`src/rtl/key_event_pkg.sv`:
```
// Shared definitions for the key event controller: event codes, per-key
// state encoding and the millisecond-to-tick conversion.
package key_event_pkg;

  localparam logic [2:0] EVT_NONE   = 3'd0;
  localparam logic [2:0] EVT_SHORT  = 3'd1;
  localparam logic [2:0] EVT_DOUBLE = 3'd2;
  localparam logic [2:0] EVT_LONG   = 3'd3;
  localparam logic [2:0] EVT_REPEAT = 3'd4;

  typedef enum logic [2:0] {
    ST_IDLE    = 3'd0,
    ST_PRESS1  = 3'd1,
    ST_WAIT2   = 3'd2,
    ST_PRESS2  = 3'd3,
    ST_HOLD    = 3'd4,
    ST_WAITREL = 3'd5
  } key_state_e;

  // Number of clock cycles in ms milliseconds at freq_mhz MHz.
  function automatic longint unsigned ms_to_ticks(input longint unsigned ms,
                                                  input longint unsigned freq_mhz);
    return ms * 64'd1000 * freq_mhz;
  endfunction

endpackage

```
`src/rtl/key_event_fsm.sv`:
```
// One key's gesture classifier: press/release sequencing, hold timer and a
// single-entry pending slot that the arbiter drains.
module key_event_fsm
  import key_event_pkg::*;
#(
  parameter int unsigned     TW           = 32,
  parameter logic [TW-1:0]   LONG_LAST    = '0,
  parameter logic [TW-1:0]   DCLICK_LAST  = '0,
  parameter logic [TW-1:0]   REPEAT_LAST  = '0
) (
  input  logic       clk,
  input  logic       rst_n,
  input  logic       key_press,
  input  logic       key_release,
  input  logic       grant,
  output logic       pend_valid,
  output logic [2:0] pend_type,
  output logic       ovf_set
);

  key_state_e    state_r;
  key_state_e    next_state_s;
  logic [TW-1:0] timer_r;
  logic          press_s;
  logic          rel_s;
  logic          emit_s;
  logic [2:0]    emit_type_s;
  logic          timer_clr_s;
  logic          pend_valid_r;
  logic [2:0]    pend_type_r;

  // A press and release in the same cycle cancel each other.
  assign press_s = key_press & ~key_release;
  assign rel_s   = key_release & ~key_press;

  // Timer restarts on every state change and after each REPEAT.
  assign timer_clr_s = (next_state_s != state_r) | ((state_r == ST_HOLD) & emit_s);

  // Slot is full and nobody drains it this cycle: the new event is lost.
  assign ovf_set    = emit_s & pend_valid_r & ~grant;
  assign pend_valid = pend_valid_r;
  assign pend_type  = pend_type_r;

  // State register.
  always_ff @(posedge clk or negedge rst_n) begin
    if (!rst_n) begin
      state_r <= ST_IDLE;
    end else begin
      state_r <= next_state_s;
    end
  end

  // Next-state decode from key edges and timer expiry; edges win over expiry.
  always_comb begin
    next_state_s = state_r;
    case (state_r)
      ST_IDLE: begin
        if (press_s) next_state_s = ST_PRESS1;
        else         next_state_s = ST_IDLE;
      end
      ST_PRESS1: begin
        if (rel_s)                       next_state_s = ST_WAIT2;
        else if (timer_r == LONG_LAST)   next_state_s = ST_HOLD;
        else                             next_state_s = ST_PRESS1;
      end
      ST_WAIT2: begin
        if (press_s)                     next_state_s = ST_PRESS2;
        else if (timer_r == DCLICK_LAST) next_state_s = ST_IDLE;
        else                             next_state_s = ST_WAIT2;
      end
      ST_PRESS2: begin
        if (rel_s)                       next_state_s = ST_IDLE;
        else if (timer_r == LONG_LAST)   next_state_s = ST_WAITREL;
        else                             next_state_s = ST_PRESS2;
      end
      ST_HOLD: begin
        if (rel_s) next_state_s = ST_IDLE;
        else       next_state_s = ST_HOLD;
      end
      ST_WAITREL: begin
        if (rel_s) next_state_s = ST_IDLE;
        else       next_state_s = ST_WAITREL;
      end
      default: next_state_s = ST_IDLE;
    endcase
  end

  // Event emission; SHORT waits for the double-click window to close.
  always_comb begin
    emit_s      = 1'b0;
    emit_type_s = EVT_NONE;
    case (state_r)
      ST_PRESS1: begin
        if (!rel_s && (timer_r == LONG_LAST)) begin
          emit_s      = 1'b1;
          emit_type_s = EVT_LONG;
        end else begin
          emit_s      = 1'b0;
          emit_type_s = EVT_NONE;
        end
      end
      ST_WAIT2: begin
        if (!press_s && (timer_r == DCLICK_LAST)) begin
          emit_s      = 1'b1;
          emit_type_s = EVT_SHORT;
        end else begin
          emit_s      = 1'b0;
          emit_type_s = EVT_NONE;
        end
      end
      ST_PRESS2: begin
        if (rel_s || (timer_r == LONG_LAST)) begin
          emit_s      = 1'b1;
          emit_type_s = EVT_DOUBLE;
        end else begin
          emit_s      = 1'b0;
          emit_type_s = EVT_NONE;
        end
      end
      ST_HOLD: begin
        if (!rel_s && (timer_r == REPEAT_LAST)) begin
          emit_s      = 1'b1;
          emit_type_s = EVT_REPEAT;
        end else begin
          emit_s      = 1'b0;
          emit_type_s = EVT_NONE;
        end
      end
      default: begin
        emit_s      = 1'b0;
        emit_type_s = EVT_NONE;
      end
    endcase
  end

  // Saturating per-key timer.
  always_ff @(posedge clk or negedge rst_n) begin
    if (!rst_n) begin
      timer_r <= '0;
    end else if (timer_clr_s) begin
      timer_r <= '0;
    end else if (timer_r != {TW{1'b1}}) begin
      timer_r <= timer_r + {{(TW-1){1'b0}}, 1'b1};
    end
  end

  // Pending slot: a grant frees it, and it may be refilled in the same cycle.
  always_ff @(posedge clk or negedge rst_n) begin
    if (!rst_n) begin
      pend_valid_r <= 1'b0;
      pend_type_r  <= EVT_NONE;
    end else if (emit_s && !(pend_valid_r && !grant)) begin
      pend_valid_r <= 1'b1;
      pend_type_r  <= emit_type_s;
    end else if (grant) begin
      pend_valid_r <= 1'b0;
    end
  end

endmodule

```
`src/rtl/key_event_ctrl.sv`:
```
// Classifies debounced key edges into SHORT/DOUBLE/LONG/REPEAT events and
// round-robin serialises them onto one valid/ready event port.
module key_event_ctrl
  import key_event_pkg::*;
#(
  parameter int unsigned NUM_KEYS  = 4,
  parameter int unsigned FREQ      = 100,
  parameter int unsigned LONG_MS   = 1000,
  parameter int unsigned DCLICK_MS = 300,
  parameter int unsigned REPEAT_MS = 200,
  parameter int unsigned TW        = 32
) (
  input  logic                clk,
  input  logic                rst_n,
  input  logic [NUM_KEYS-1:0] key_press,
  input  logic [NUM_KEYS-1:0] key_release,
  output logic                evt_valid,
  input  logic                evt_ready,
  output logic [3:0]          evt_key,
  output logic [2:0]          evt_type,
  input  logic                ovf_clr,
  output logic                evt_ovf
);

  // Timers compare against the last cycle of each interval.
  localparam logic [TW-1:0] LONG_LAST   = TW'(ms_to_ticks(64'(LONG_MS),   64'(FREQ)) - 64'd1);
  localparam logic [TW-1:0] DCLICK_LAST = TW'(ms_to_ticks(64'(DCLICK_MS), 64'(FREQ)) - 64'd1);
  localparam logic [TW-1:0] REPEAT_LAST = TW'(ms_to_ticks(64'(REPEAT_MS), 64'(FREQ)) - 64'd1);

  logic [NUM_KEYS-1:0]   pend_valid_s;
  logic [2:0]            pend_type_s [NUM_KEYS];
  logic [NUM_KEYS-1:0]   grant_s;
  logic [NUM_KEYS-1:0]   ovf_set_s;
  logic [2*NUM_KEYS-1:0] pend_dbl_s;
  logic [2*NUM_KEYS-1:0] pend_rot_s;
  logic                  grant_any_s;
  logic [3:0]            grant_idx_s;
  logic [2:0]            grant_type_s;
  logic [4:0]            scan_sum_s;
  logic [4:0]            ptr_inc_s;
  logic [3:0]            ptr_next_s;
  logic                  load_s;

  logic                  evt_valid_r;
  logic [3:0]            evt_key_r;
  logic [2:0]            evt_type_r;
  logic                  evt_ovf_r;
  logic [3:0]            rr_ptr_r;

  for (genvar k = 0; k < NUM_KEYS; k++) begin : g_key
    key_event_fsm #(
      .TW          (TW),
      .LONG_LAST   (LONG_LAST),
      .DCLICK_LAST (DCLICK_LAST),
      .REPEAT_LAST (REPEAT_LAST)
    ) u_fsm (
      .clk         (clk),
      .rst_n       (rst_n),
      .key_press   (key_press[k]),
      .key_release (key_release[k]),
      .grant       (grant_s[k]),
      .pend_valid  (pend_valid_s[k]),
      .pend_type   (pend_type_s[k]),
      .ovf_set     (ovf_set_s[k])
    );
  end

  assign evt_valid = evt_valid_r;
  assign evt_key   = evt_key_r;
  assign evt_type  = evt_type_r;
  assign evt_ovf   = evt_ovf_r;

  // Round-robin search: rotate the pending mask so the pointer lands on bit 0.
  always_comb begin
    pend_dbl_s  = {pend_valid_s, pend_valid_s};
    pend_rot_s  = pend_dbl_s >> rr_ptr_r;
    grant_any_s = 1'b0;
    grant_idx_s = 4'd0;
    scan_sum_s  = 5'd0;
    for (int i = 0; i < NUM_KEYS; i++) begin
      if (!grant_any_s && pend_rot_s[i]) begin
        grant_any_s = 1'b1;
        scan_sum_s  = {1'b0, rr_ptr_r} + 5'(i);
        if (scan_sum_s >= 5'(NUM_KEYS)) scan_sum_s = scan_sum_s - 5'(NUM_KEYS);
        else                            scan_sum_s = scan_sum_s;
        grant_idx_s = scan_sum_s[3:0];
      end else begin
        grant_any_s = grant_any_s;
      end
    end
  end

  // Grant only when the output register can take a new event this cycle.
  always_comb begin
    load_s       = ~evt_valid_r | evt_ready;
    grant_s      = '0;
    grant_type_s = EVT_NONE;
    for (int k = 0; k < NUM_KEYS; k++) begin
      if (load_s && grant_any_s && (grant_idx_s == 4'(k))) begin
        grant_s[k]   = 1'b1;
        grant_type_s = pend_type_s[k];
      end else begin
        grant_s[k]   = 1'b0;
      end
    end
    ptr_inc_s = {1'b0, grant_idx_s} + 5'd1;
    if (ptr_inc_s >= 5'(NUM_KEYS)) ptr_next_s = 4'd0;
    else                           ptr_next_s = ptr_inc_s[3:0];
  end

  // Output register and RR pointer; reloads directly on acceptance (no bubble).
  always_ff @(posedge clk or negedge rst_n) begin
    if (!rst_n) begin
      evt_valid_r <= 1'b0;
      evt_key_r   <= 4'd0;
      evt_type_r  <= EVT_NONE;
      rr_ptr_r    <= 4'd0;
    end else if (load_s) begin
      if (grant_any_s) begin
        evt_valid_r <= 1'b1;
        evt_key_r   <= grant_idx_s;
        evt_type_r  <= grant_type_s;
        rr_ptr_r    <= ptr_next_s;
      end else begin
        evt_valid_r <= 1'b0;
      end
    end
  end

  // Sticky overflow flag; a new drop outranks a clear in the same cycle.
  always_ff @(posedge clk or negedge rst_n) begin
    if (!rst_n) begin
      evt_ovf_r <= 1'b0;
    end else if (|ovf_set_s) begin
      evt_ovf_r <= 1'b1;
    end else if (ovf_clr) begin
      evt_ovf_r <= 1'b0;
    end
  end

endmodule

```
`config.mk`:
```
export PLATFORM = sky130hd
export DESIGN_NAME = key_event_ctrl
export DESIGN_NICKNAME = d
export VERILOG_FILES = /design/src/rtl/key_event_pkg.sv /design/src/rtl/key_event_fsm.sv /design/src/rtl/key_event_ctrl.sv
export SDC_FILE = /design/constraint.sdc
export NUM_CORES = 1
export LEC_CHECK = 0
export ABC_AREA = 1
export CORE_ASPECT_RATIO = 2
export CORE_MARGIN = 8
export CORE_UTILIZATION = 40
export DETAILED_ROUTE_END_ITERATION = 6
export PLACE_DENSITY = 0.64
export SKIP_LAST_GASP = 1
export SLEW_MARGIN = 40
export SYNTH_ARGS = -nofsm -noshare
export SYNTH_HDL_FRONTEND = slang
export SYNTH_SLANG_ARGS = --single-unit
```
`constraint.sdc`:
```
create_clock -name clk -period 3.2 [get_ports clk]
set_input_delay 0.64 -clock clk [delete_from_list [all_inputs] [get_ports clk]]
set_output_delay 0.64 -clock clk [all_outputs]
set_load 0.05 [all_outputs]
```
==> summary.md <==
| Metric | Value |
|---|---|
| Skew-Pair Late Insertion Delay | 450 ps |
| Drc violations | 0 |
| Maximum fanout along the worst path | 13 |
| DP Cell Count | 1929 |
| Total grt overflow | 0 |
| Final ANT Viol Nets | 0 |
| Maximum clock rate | 340 MHz |
| PortBufs | 20 |
| Max Slew Vio Count | 0 |
| Outcome | finished clean |
| Worst path arrival time | 3310 ps |
| Num rows | 86 |
| Sequential element share of the synthesized area | 38.1% |
| Post-DP HPWL | 24700 um |
| Most frequent cells after synthesis | nand2_1, nor2_1, inv_1 |
| EDFF count, synth | 0 |
| CP peak stage delay | 500 ps |
| GP Congestion | 0.981 |
| Setup Crit Path Kind | reg -> reg |
| P_sw | 0.00339 W |
| Vias in the first global route | 10.7k |
| Yosys reg bits | 169 |
| Largest area contributor in the netlist | dfrtp_1 |
| Total track usage | 19.2% |
| CTS max path bufs | 2 |
| # setup viols final | 0 |
| Pint | 0.00457 W |
| Placement Cell Area | 11800 sq um |
| Post-layout nets | 1627 |
| Layout area overhead | 12.2% |
| Util after Layout | 45.4% |
| Fin crit share | 92.0% |
| Synth top area share | 38.1% |
| H-tree Lvls | 4 |
| Mapped cell area | 11100 sq um |
| # IOs | 21 |
| Core area | 27400 sq um |
| Maximum VDD drop | 0.596 mV |
| Worst EP required | 3570 ps |
| DR vias/cell | 5.29 |
| Startpoint types | register |
| Post-Syn Instances | 1553 |
| Largest net degree at the start of global routing | 67 |
| Syn_area_per_cell | 7.15 sq um |
| First-pass DRT Iterations | 5 |
| Comb pwr share | 40.9% |
| Via Count | 10.4k |
| DR WL/cell | 16.0 um |
| Reg power frac | 32.7% |
| Setup TNS | 0 ps |
| Die H | 252 um |
| Worst slew pin tran | 692 ps |
| RR Startpoint | rr_ptr_r[0] |
| Cell family with the largest share of critical-path delay | simple AND/OR/NAND/NOR gates |
| Initial DRC Count | 588 |
| Total CTS buffers | 17 |
| Rel. slew slack | 53.9% |
| Yosys warning count | 0 |
| Die Width | 134 um |
| Design Power | 0.00797 W |
| Synthesized Nets | 1584 |
| Clock Sinks | 169 |
| Reg clk slew, reported paths | 70 ps |
| Top cells by area, synth | dfrtp_1, nand2_1, nor2_1 |
| Crit-path cells | inv_2 -> nand2_1 -> nand3_1 -> nand2_1 -> nor2_1 -> nor2b_2 -> nand2_1 -> nand3_1 -> o21ai_0 -> o21ai_1 -> inv_1 -> ha_1 -> a21boi_2 -> nand2_1 -> nand2_1 -> nand2_1 -> nand2_1 -> o21ai_1 |
| Tmin final | 2940 ps |
| Leakage | 5.55 nW |
| Netlist cell types | 50 |
| Share of cells above drive strength 1 | 7.58% |
| Fillers | 2838 |
| Max cap viols | 0 |
| Most common cell in the netlist | nand2_1 |
| Share of synthesized registers carrying an async set or reset | 100% |
| Non-filler cells, final | 1961 |
| Clk_skew | 13.5 ps |
| CP most frequent cell | nand2_1 |
| Type of the tightest min-delay check | in -> async |
| Buf/Inv on CP | 2 |
| Global-route wire length before repair | 51500 um |
| Top FF cell, synth | dfrtp_1 |
| Routed wire length | 31400 um |
| Crit end category | register |
| Final Hold Viols | 0 |
| Clock root buffer | clkbuf_16 |
| Sw frac | 42.6% |
| Initial antenna violation count | 0 |
| ANT cells | 0 |
| Initial core utilization | 40.5% |
| Hold-fix buffers at CTS | 0 |
| Flop2flop setup slack | 260 ps |
| Cell area after layout | 12500 sq um |
| Cell at the slowest stage of the critical path | dfrtp_2 |
| Die ar. | 33700 sq um |
| CP Launch Point | rr_ptr_r[0] |
| CTS tree | yes |
| Clock share of power | 26.4% |
| PwrDens | 639 nW/um^2 |
worst reg2reg max path, cell delays in order (launching register included):
cell      delay [ps]
dfrtp_2          500
inv_2            150
nand2_1           90
nand3_1           80
nand2_1           50
nor2_1           220
nor2b_2          270
nand2_1           90
nand3_1           70
o21ai_0           70
o21ai_1          230
inv_1            160
ha_1             220
a21boi_2         180
nand2_1           70
nand2_1           90
nand2_1          180
nand2_1           70
o21ai_1           80
cell families (layout without fill, tap and decap cells):
logic type | count (synthesis) | after routing | share of synthesized area [%]
multiplexers | 1 | 1 | 0.0901
AND/OR/NAND/NOR | 942 | 942 | 39.5
adder cells (fa/ha/maj) | 19 | 19 | 2.14
buffers and inverters | 236 | 292 | 8.42
AO/OA/AOI/OAI | 101 | 101 | 5.12
flip-flops | 169 | 169 | 38.1
XOR/XNOR | 85 | 85 | 6.70
power groups by stage:
stage | sequential, W | combinational (W) | clock (W)
detailed placement | 0.00264 | 0.00320 | 0
global placement | 0.00263 | 0.00313 | 0
finish | 0.00260 | 0.00326 | 0.00210
floorplan | 0.00273 | 0.00220 | 0
CTS | 0.00260 | 0.00321 | 0.00216
global route | 0.00264 | 0.00361 | 0.00223
cell type report:
| type | instances | area, sq um | share of cell area, % |
|---|---|---|---|
| Timing Repair Buffer | 38 | 387 | 3.10 |
| Tap cell | 352 | 440 | 3.53 |
| Inverter | 222 | 835 | 6.70 |
| Multi-Input combinational cell | 1148 | 5980 | 47.9 |
| Clock buffer | 19 | 453 | 3.63 |
| Clock inverter | 13 | 140 | 1.12 |
| Sequential cell | 169 | 4230 | 34.0 |
state kept, by name, indices dropped and copies added (netlist names):
register,cells
g_key.u_fsm.pend_valid,4
evt_key,4
evt_valid,1
g_key.u_fsm.timer_r,128
evt_ovf,1
g_key.u_fsm.pend_type,12
g_key.u_fsm.state_r,12
evt_type,3
rr_ptr_r,4
final timing paths:
check / to / depth (start not counted)
setup reg to reg: g_key[0].u_fsm.pend_type[2] / 18
max in group asynchronous: g_key[2].u_fsm.timer_r[15] / 2
setup / recovery: g_key[0].u_fsm.pend_type[2] / 18
hold / removal: g_key[1].u_fsm.timer_r[28] / 1
hold reg to reg: g_key[0].u_fsm.pend_type[0] / 2
min in group clk: g_key[0].u_fsm.pend_type[0] / 2
cells in the final DEF (no fill, tap or decap), types with 4 or more instances in the layout:
master           count
inv_6                4
nand4_1             50
nand2_1            353
nor2_2               8
buf_4               14
clkdlybuf4s50_1     19
ha_1                19
xor2_1              73
o21bai_1             6
nor2_4              22
o21ai_0             35
clkinv_2             5
o21ai_1              8
dfrtp_1            166
or2_2                4
nand3b_1            12
nor4_1              45
nand3_1            128
nand2_2              8
inv_2                8
clkbuf_16           17
a21oi_1             32
o22ai_1              7
xnor2_1             12
inv_1              213
nor2_1             220
nor3_1              77
buf_12               4
per-layer routing:
layer  vias up  global-route usage, %  wire length, um
li1       5116                      -                -
met2       252                   37.5            17900
met3       123                   2.55              797
met5         -                      0                0
met1      4891                   17.2            10800
met4         0                   14.3             1930
per-stage QoR:
stage	setup WS, ps	hold WS [ps]
4_1_cts	8.97	190
2_1_floorplan	538	344
3_3_place_gp	170	466
5_1_grt	-10.7	216
6_report	257	176
3_5_place_dp	20.8	462
timing repair:
action | 4_1_cts | 5_1_grt
buffers inserted | 0 | 0
endpoints found under the hold margin | 0 | 0
gates resized for setup | 0 | 13
endpoints found under the setup margin | 0 | 20
Note: power is estimated with default switching activity, not from simulation.
